<file path="src/rtl/fetch_unit.sv">
// Instruction fetch stage: reads the word at the PC, latches it into the
// instruction register, and hands it to the decoder over a valid/ready
// handshake. Drives the PC increment/load strobes, applies branch redirects
// and flags memory reads that are never acknowledged.
module fetch_unit #(
    parameter int unsigned AW      = 16,
    parameter int unsigned DW      = 16,
    parameter int unsigned TIMEOUT = 15
) (
    input  logic          i_clk,
    input  logic          i_rst,
    input  logic          i_en,
    input  logic [AW-1:0] i_pc,
    output logic          o_pc_inc,
    output logic          o_pc_ld,
    output logic [AW-1:0] o_pc_in,
    output logic [AW-1:0] o_mem_addr,
    output logic          o_mem_rd,
    input  logic [DW-1:0] i_mem_rdata,
    input  logic          i_mem_ack,
    output logic [DW-1:0] o_ir,
    output logic [AW-1:0] o_ir_pc,
    output logic          o_ir_valid,
    input  logic          i_ir_ready,
    input  logic          i_redirect,
    input  logic [AW-1:0] i_redirect_addr,
    output logic          o_fetch_err
);

    localparam int unsigned CW = (TIMEOUT == 0) ? 1 : $clog2(TIMEOUT + 1);
    localparam logic [CW-1:0] TimeoutCnt = CW'(TIMEOUT);

    typedef enum logic [1:0] {
        StIdle,
        StFetch,
        StHold,
        StErr
    } state_e;

    state_e        r_state;
    logic [CW-1:0] r_wait_cnt;
    logic [DW-1:0] r_ir;
    logic [AW-1:0] r_ir_pc;
    logic          r_ir_valid;
    logic          r_fetch_err;

    // Memory and PC strobes; a redirect suppresses the increment even on an ack.
    always_comb begin
        o_mem_rd   = (r_state == StFetch);
        o_mem_addr = i_pc;
        o_pc_ld    = i_redirect;
        o_pc_in    = i_redirect_addr;
        o_pc_inc   = (r_state == StFetch) && i_mem_ack && !i_redirect;
    end

    assign o_ir        = r_ir;
    assign o_ir_pc     = r_ir_pc;
    assign o_ir_valid  = r_ir_valid;
    assign o_fetch_err = r_fetch_err;

    // Fetch FSM with registered instruction, valid and error outputs.
    always_ff @(posedge i_clk or posedge i_rst) begin
        if (i_rst) begin
            r_state     <= StIdle;
            r_wait_cnt  <= '0;
            r_ir        <= '0;
            r_ir_pc     <= '0;
            r_ir_valid  <= 1'b0;
            r_fetch_err <= 1'b0;
        end else if (i_redirect) begin
            // Drop any held instruction and any in-flight read data.
            r_state     <= i_en ? StFetch : StIdle;
            r_wait_cnt  <= '0;
            r_ir_valid  <= 1'b0;
            r_fetch_err <= 1'b0;
        end else begin
            unique case (r_state)
                StIdle: begin
                    if (i_en) begin
                        r_state <= StFetch;
                    end
                end
                StFetch: begin
                    if (i_mem_ack) begin
                        r_ir       <= i_mem_rdata;
                        r_ir_pc    <= i_pc;
                        r_wait_cnt <= '0;
                        r_ir_valid <= 1'b1;
                        r_state    <= StHold;
                    end else if (r_wait_cnt == TimeoutCnt) begin
                        r_wait_cnt  <= '0;
                        r_fetch_err <= 1'b1;
                        r_state     <= StErr;
                    end else begin
                        r_wait_cnt <= r_wait_cnt + CW'(1);
                    end
                end
                StHold: begin
                    if (i_ir_ready) begin
                        r_ir_valid <= 1'b0;
                        r_state    <= i_en ? StFetch : StIdle;
                    end
                end
                StErr: begin
                    // Only a redirect or reset leaves the error state.
                end
                default: begin
                    r_state <= StIdle;
                end
            endcase
        end
    end

endmodule
</file>
<file path="config.mk">
export PLATFORM = sky130hd
export DESIGN_NAME = fetch_unit
export DESIGN_NICKNAME = d
export VERILOG_FILES = /design/src/rtl/fetch_unit.sv
export SDC_FILE = /design/constraint.sdc
export NUM_CORES = 1
export LEC_CHECK = 0
export CORE_MARGIN = 2
export CORE_UTILIZATION = 35
export CTS_CLUSTER_SIZE = 25
export DETAILED_ROUTE_END_ITERATION = 8
export PLACE_DENSITY = 0.77
export SLEW_MARGIN = 20
export SYNTH_ARGS = -nofsm -noshare
export SYNTH_HDL_FRONTEND = slang
export SYNTH_SLANG_ARGS = --single-unit
export TNS_END_PERCENT = 1
</file>
<file path="constraint.sdc">
create_clock -name i_clk -period 2 [get_ports i_clk]
set_clock_uncertainty 0.2 [all_clocks]
set_input_delay 0.5 -clock i_clk [delete_from_list [all_inputs] [get_ports i_clk]]
set_output_delay 0.5 -clock i_clk [all_outputs]
set_load 0.01 [all_outputs]
</file>
# Word level (Yosys, flattened, before mapping)
# Cells that the tools add are included.
[totals] word_cells=47 in_bits=54 ff_bits=40 out_inout_bits=69
[classes] addsub=1 n_mux=19 eq_ne=8 n_reduce_logical=12 bitwise_logic=1
[op_table] operator="2-to-1 mux 4 bit" count=4
[op_table] operator="2-to-1 mux 2 bit" count=5
[op_table] operator="AND reduction 3 bit" count=3
[op_table] operator="2-to-1 mux 1 bit" count=8
[op_table] operator="!= test 3 bit, second input constant" count=2
[op_table] operator="one-hot mux 2 bit (3 select lines)" count=1
[op_table] operator="adder 4 x 1 -> 4 bit, second input constant" count=1
[op_table] operator="equality test 4 bit, second input constant" count=1
[op_table] operator="!= test 4 x 1 -> 1 bit, second input constant" count=1
[op_table] operator="AND reduction 4 bit" count=1
[op_table] operator="nonzero test 2 bit" count=2
[op_table] operator="nonzero test 4 bit" count=1
[op_table] operator="!= test 3 x 1 -> 1 bit, second input constant" count=1
[op_table] operator="nonzero test 3 bit" count=1
[op_table] operator="equality test 2 x 1 -> 1 bit, second input constant" count=1
[op_table] operator="equality test 2 bit, second input constant" count=1
[op_table] operator="logical AND 1 bit" count=2
[op_table] operator="zero test 2 bit" count=1
[op_table] operator="!= test 2 x 1 -> 1 bit, second input constant" count=1
[op_table] operator="one-hot mux 1 bit (2 select lines)" count=1
[op_table] operator="zero test 1 bit" count=1
[op_table] operator="NOT 1 bit" count=1

# Depth between registers and ports, before layout
[depth] ltp_word=5 ltp_mapped=7 mapped_depth_nobuf=6

# Worst setup path before layout
# Ideal clock, no wire load.
[synth_path] path_kind="register to output" start="register r_state[1]" end="output port o_pc_inc" slack_ns=0.219 path_stages_with_launch=5 n_path_buf=1 required_ns=1.300 arrival_time_ns=1.081 cell_sequence="dfrtp_1 > inv_1 > ha_1 > buf_2 > and3_1"
[synth_between] elab_chain_len=3
[synth_rtl] element="start: declaration" line_no="40" text="state_e r_state;"
[synth_rtl] element="start signal: assignment" line_no="64" text="r_state <= StIdle;"
[synth_rtl] element="start signal: assignment" line_no="72" text="r_state <= i_en ? StFetch : StIdle;"
[synth_rtl] element="start signal: assignment" line_no="80" text="r_state <= StFetch;"
[synth_rtl] element="equality test 2 x 1 -> 1 bit"
[synth_rtl] element="net o_mem_rd" line_no="18" text="output logic o_mem_rd,"
[synth_rtl] element="logical AND 1 bit (2 in series)" line_no="53" text="o_pc_inc = (r_state == StFetch) && i_mem_ack && !i_redirect;"
[synth_rtl] element="end: declaration" line_no="14" text="output logic o_pc_inc,"
# The timed path passes the listed nets, and every way through them passes these cells.

# Final worst setup path
[layout_path] start="register r_state[0]" end="output port o_mem_rd"
[layout_between] elab_chain_len=1
[layout_rtl] element="equality test 2 x 1 -> 1 bit" line_no="49" text="o_mem_rd = (r_state == StFetch);"
[layout_rtl] element="end: declaration" line_no="18"
# Every way passes these cells.

==> flow_summary.yaml <==
clock_network:
  path_clk_slew_ns: 0.08
  numCtsBuffers: 5
  cts_tree: "done"
  clockRootBuffer: "clkbuf_8"
  clock_latency_ns: 0.28
  cts_setup_buffers: 0
  cts_max_path_buffers: 2
  clock-sinks: 40
  cts_htree_levels: 2
yosys:
  synth_cells: 159
  netlist_area_mm2: 0.00209
  ys_seq_area_frac: 0.478
  synth_xor_area_frac: 0
  synth_top_family_by_area: "multiplexers"
  synth.mux.area_fraction: 0.231
  synth_warnings: 0
  synth_compound_area_frac: 0.0443
  synth-simple-area-share: 0.0646
  ys_types: 29
  syn_nets: 218
  ys_ff_latch: 40
  avgSynthCellArea_um2: 13.2
  synthAdderAreaFrac: 0.0299
sta:
  max_freq_ghz: 0.502
  setup_tns_ns: 0
  slew_headroom: 0.773
  period_share: 0.996
  final_max_slew_viol_count: 0
  finalSetupViolations: 0
  hold_viol: 0
  rsz0062_at_grt: "yes"
  fin_crit_ns: 1.99
  tightest_slew_ns: 0.340
floorplan:
  die_width_um: 81.3
  core_mm2: 0.00585
  placementRows: 28
  die-height_um: 81.3
  ios: 123
  dieArea_mm2: 0.00661
  start_util: 0.358
placed_design:
  gp_congestion: 0.782
  postPlaceCellArea_mm2: 0.00297
  numPortBuffers: 90
  dpl.hpwl_um: 3110
global_route:
  grt-ovfl-total: 0
  grt_pass1_wl_um: 6400
  grt_max_degree: 41
  grt_antenna_before_repair: 0
  busiest_layer: "met2"
  grt_pass1_vias: 1390
  grt.met2_usage: 0.205
  grt_util_met3: 0.0467
  grtUsageTotal: 0.127
  use_met1: 0.159
power_and_ir_drop:
  pwr_density_cell_mw_per_mm2: 1360
  power.share.clock: 0.155
  leakage_nw: 1.45
  seqPwrFrac: 0.334
  power_frac_comb: 0.511
  intPower_mw: 2.94
  irDropWorstVdd_mv: 0.556
  p_total_mw: 4.17
  power.net_switching_mw: 1.23
  swShare: 0.294
final_layout:
  fillers: 501
  final_cell_area_mm2: 0.00308
  fin_nets: 296
  drive_gt1_frac: 0.273
  final_cell_mix: "70 x clkdlybuf4s50_1, 40 x dfrtp_1, 30 x mux2_4"
  layout_commonest_cell: "clkdlybuf4s50_1"
  diodes: 0
  syn_to_final_growth_pct: 47.0
routing:
  drc: 0
  ant_nets: 0
  routed_wl_um: 4190
  wl_per_cell_um: 13.4
  num_vias: 1415
  drt_iter0_markers: 20
  dr.pass1.iters: 3
  routed_via_density: 4.52
worst_setup_path:
  slowest_delay_ns: 0.43
  crit_buf_inv: 2
  crit_path_max_fanout: 3
  arrival_ns: 1.29
  criticalPathCategory: "reg -> out"
  path_cells: "ha_4 -> buf_4 -> dlygate4sd2_1"
  critPathTopFamily: "flip-flops"
  crit_slowest_cell: "dfrtp_1"
  cp.required_ns: 1.30
  crit_path_end_kind: "primary output"
  critPathLaunchType: "flop"
flow_run:
  cap_violations: 0
min_path:
  hold_class: "reg -> reg"
outcome:
  status: "completed"
==> synth_stat cells (all sizes together) <==
cell	count	area [µm²]
o21ai	2	10.0
ha	5	62.6
nand2	2	7.51
nand4	1	6.26
a21oi	3	15.0
mux2	32	473
nor2	5	18.8
nor3	1	5.00
o311ai	1	8.76
dfrtp	40	1000
o221a	1	11.3
inv	5	18.8
o21bai	1	7.51
or2	1	6.26
buf	38	294
a31oi	4	25.0
nor3b	1	7.51
o22ai	1	6.26
a2bb2oi	1	8.76
and3	2	12.5
nand3b	1	7.51
mux2i	1	10.0
nand3	4	32.5
clkinv	1	5.00
nand2b	5	31.3
==> cell type report <==
cell class | instances | area (µm²) | share of cell area
repair buffers | 109 | 1050 | 0.342
flip-flops and latches | 40 | 1000 | 0.325
multi-input cells | 75 | 793 | 0.258
well taps | 75 | 93.8 | 0.0305
clock buffers | 5 | 68.8 | 0.0224
clock inverters | 3 | 42.5 | 0.0138
inverters | 6 | 23.8 | 0.00773
==> metal layers <==
| metal | share of wire | up-vias |
|---|---|---|
| li1 | - | 670 |
| met1 | 0.43 | 680 |
| met2 | 0.48 | 57 |
| met3 | 0.080 | 8 |
| met4 | 0.0098 | 0 |
| met5 | 0 | - |
==> power by group through the flow <==
stage	registers, mW	logic (mW)	clock network [mW]
after floorplan	1.55	0.972	0
after global placement	1.38	2.11	0
after detailed placement	1.40	2.14	0
after CTS	1.39	2.12	0.677
after global routing	1.44	2.27	0.732
final	1.39	2.13	0.647
==> through the flow <==
stage	setup slack [ns]	utilization	instances	hold slack [ns]
3_3_place_gp	-0.417	0.508	305	0.287
5_1_grt	-0.0419	0.526	313	0.327
4_1_cts	-0.0145	0.523	313	0.317
6_report	0.00894	0.526	313	0.312
2_1_floorplan	0.219	-	159	0.329
3_5_place_dp	-0.415	0.508	305	0.291
==> state kept, by name, indices dropped and copies added (netlist names) <==
signal and flops:
r_wait_cnt 4, o_ir_pc 16, o_ir 16, r_state 2, o_fetch_err 1, o_ir_valid 1
==> path summary, 6_finish.rpt <==
path / startpoint / depth (start not counted) / slack, ns / end
min: o_ir[13] / 1 / 0.31 / o_ir[13]
max reg2reg: r_state[0] / 5 / 0.20 / r_state[1]
max: r_state[0] / 3 / 0.009 / o_mem_rd
max in group asynchronous: i_rst / 3 / 1.04 / o_ir_pc[5]
min in group asynchronous: i_rst / 3 / 0.37 / o_ir[11]
min reg2reg: o_ir[13] / 1 / 0.31 / o_ir[13]
==> what timing repair did <==
action	CTS	global route
gates cloned	0	0
hold buffers	0	0
resized for setup	24	2
setup endpoints to repair	19	2
==> logic make-up after synthesis <==
family          count (synthesis)
buf+inv                        44
flops                          40
mux                            33
simple gates                   23
compound gates                 14
fa+ha+maj                       5
==> worst reg2reg max path, delay by kind of cell, from the launching register on <==
kind	cells	cell delay [ns]
flops	1	0.42
compound gates	2	0.62
simple gates	1	0.09
fa+ha+maj	1	0.26
buf+inv	1	0.11
No activity file was read; power rests on OpenSTA's default activity.
==> RTL change: new RTL, same flow settings <==
Reset style: synchronous (`i_rst`), changed in one clocked block.
--- a/src/rtl/fetch_unit.sv
+++ b/src/rtl/fetch_unit.sv
@@ -61,3 +61,3 @@
     // Fetch FSM with registered instruction, valid and error outputs.
-    always_ff @(posedge i_clk or posedge i_rst) begin
+    always_ff @(posedge i_clk) begin
         if (i_rst) begin
Function: differs if i_rst is asserted again (counterexample within 4 cycles, from zero or initial values and one cycle with i_rst high); with i_rst held inactive, the same outputs for 10 cycles.
==> RTL change against the unedited design <==
Sequential cell count did not move; critical path depth rose by 3; setup slack improved by 0.016 ns; routed wire length rose by 1.4%; synthesized area fell by 11%; die area fell by 11%; non-clock buffer count fell by 4; cell area fell by 12%.
Power is not compared: it rests on default switching activity, and its combinational part moved more than twofold at a synthesized area within 25%.
==> RTL change: results (changes against the unedited design) <==
Status
  – Outcome: finished, final reports clean

Place
  – Final estimated routing congestion in global placement: 0.761 (-2.7%)
  – HPWL Detailed: 3.27 mm (+5.1%)
  – IO buf count: 90 (unchanged)
  – Worst setup slack after placement: -0.639 ns (-0.224 ns)

STA
  – Transition time at the pin with the least slew margin: 0.424 ns (+0.0841 ns)
  – Number of setup violations in the final report: 0 (unchanged)
  – Post-layout worst setup margin: 0.0252 ns (+0.0163 ns)
  – Endpoints failing hold: 0 (unchanged)

Logic synthesis
  – Number of distinct library cells after synthesis: 28 (-3.4%)
  – Number of nets produced by synthesis: 292 (+34%)
  – Warning count from the yosys run: 0 (unchanged)
  – Fraction of registers with async set/reset: 0 (-1.00)
  – Sequential cell area fraction in the yosys report: 0.430 (-0.0481)
  – Top post-synthesis cells by area: dfxtp_1 43%, nand2_1 14%, buf_4 13%
  – Most frequent cells after synthesis: 67 x nand2_1, 40 x dfxtp_1, 37 x a21oi_1
  – Instance count of the mapped netlist: 232 (+46%)
  – Flip-flop cell with the highest count after synthesis: dfxtp_1

Route
  – Count of TritonRoute iterations in the first routing pass: 4 (+1)
  – First DRT Iteration DRCs: 41 (+110%)
  – Total routed wirelength: 4.25 mm (+1.4%)
  – DR vias/cell: 4.55 (+0.59%)
  – Routed vias: 1,678 (+19%)

CTS
  – Clock Latency Late Sink: 0.28 ns (about the same)
  – Number of H-tree levels: 2 (unchanged)
  – Number of buffers created by CTS: 5 (unchanged)
  – Largest buffer count on any clock path: 2 (unchanged)
  – CTS Root Buffer Type: clkbuf_8
  – Clock-pin slew on the worst setup and hold paths: 0.07 ns

Global route
  – First-pass GRT wire length: 7.08 mm (+11%)
  – Maximum number of pins on one net before global-route repair: 33 (-20%)
  – Number of global-route vias before repair: 1,549 (+11%)
  – Gr usage total: 0.147 (+0.0195)
  – Number of antenna violations at the first check in global routing: 0 (unchanged)

Finish
  – Share of cells above drive strength 1: 0.0870 (-0.186)
  – Inserted Diodes: 0 (unchanged)
  – Net count reported at finish: 359 (+21%)
  – Fillers: 502 (+0.20%)

Worst hold path
  – Worst min-delay path category: reg2reg
  – Hold_sp: o_ir[0]$_SDFFE_PP0P_

Worst setup path
  – CP Launch Point: r_state[1]$_SDFFE_PP0P_
  – R2R Path Start: r_state[0]$_SDFFE_PP0P_
  – Largest fanout on the critical path: 2 (-1)
  – Setup slack, reg-to-reg: 0.20 ns (about the same)
  – Data arrival time of the critical path: 1.27 ns (-0.02 ns)

Pwr
  – Maximum vdd ir drop: 0.000354 V
  – Leak: 0.996 nW
[RTL change: repair_timing]
action                     in CTS  in global routing
setup buffers                   0                  1
gates resized for setup        24                  5
setup endpoints to repair      19                  3
[RTL change: report_power, final]
part | internal [mW] | switching (mW) | total [mW]
Combinational | 0.180 | 0.136 | 0.317
Sequential | 0.821 | 0.0121 | 0.833
Clock | 0.237 | 0.248 | 0.485
[RTL change: through the flow]
step | power (mW) | area (um^2) | hold slack, ns | setup TNS (ns)
final | 1.63 | 2690 | 0.255 | 0
after detailed placement | 1.18 | 2630 | 0.246 | -10.94
after global placement | 1.18 | 2630 | 0.241 | -10.48
after CTS | 1.66 | 2680 | 0.257 | -0.100
after global routing | 1.73 | 2690 | 0.272 | -0.0386
after floorplan | 1.04 | 1860 | 0.253 | 0
[RTL change: final timing paths]
kind	cells after the start	endpoint
worst max-delay path	6	o_pc_inc
worst min-delay path	2	o_ir[0]$_SDFFE_PP0P_
worst max register to register	6	r_state[0]$_SDFFE_PP0P_
worst min register to register	2	o_ir[0]$_SDFFE_PP0P_
[RTL change: cell families after synthesis]
group,Yosys count,share of synthesized area
AOI/OAI and AO/OA,45,0.130
muxes,1,0.00605
buffers and inverters,49,0.186
DFF,40,0.430
adders and majority gates,6,0.0403
and+or+nand+nor,91,0.207
[RTL change: cell type report]
cell class | instances | area [um^2] | share of cell area
Clock buffer | 6 | 72.6 | 0.0270
Clock inverter | 1 | 5.00 | 0.00186
Inverter | 4 | 20.0 | 0.00743
Multi-Input combinational cell | 143 | 718 | 0.267
Sequential cell | 40 | 801 | 0.297
Tap cell | 70 | 87.6 | 0.0325
Timing Repair Buffer | 105 | 988 | 0.367
[RTL change: worst max-delay path, cell delays in order, from the launching register on]
cell      delay, ns
dfxtp_1        0.31
inv_1          0.07
ha_2           0.18
nand2_1        0.05
or2_4          0.24
clkinv_4       0.04
buf_4          0.11
[RTL change: per-layer routing]
metal	vias up	global-route usage	part of all wire
li1	850	-	-
met1	762	0.160	0.42
met2	62	0.264	0.50
met3	4	0.0506	0.072
met4	0	0.0473	0.0063
met5	-	0	0
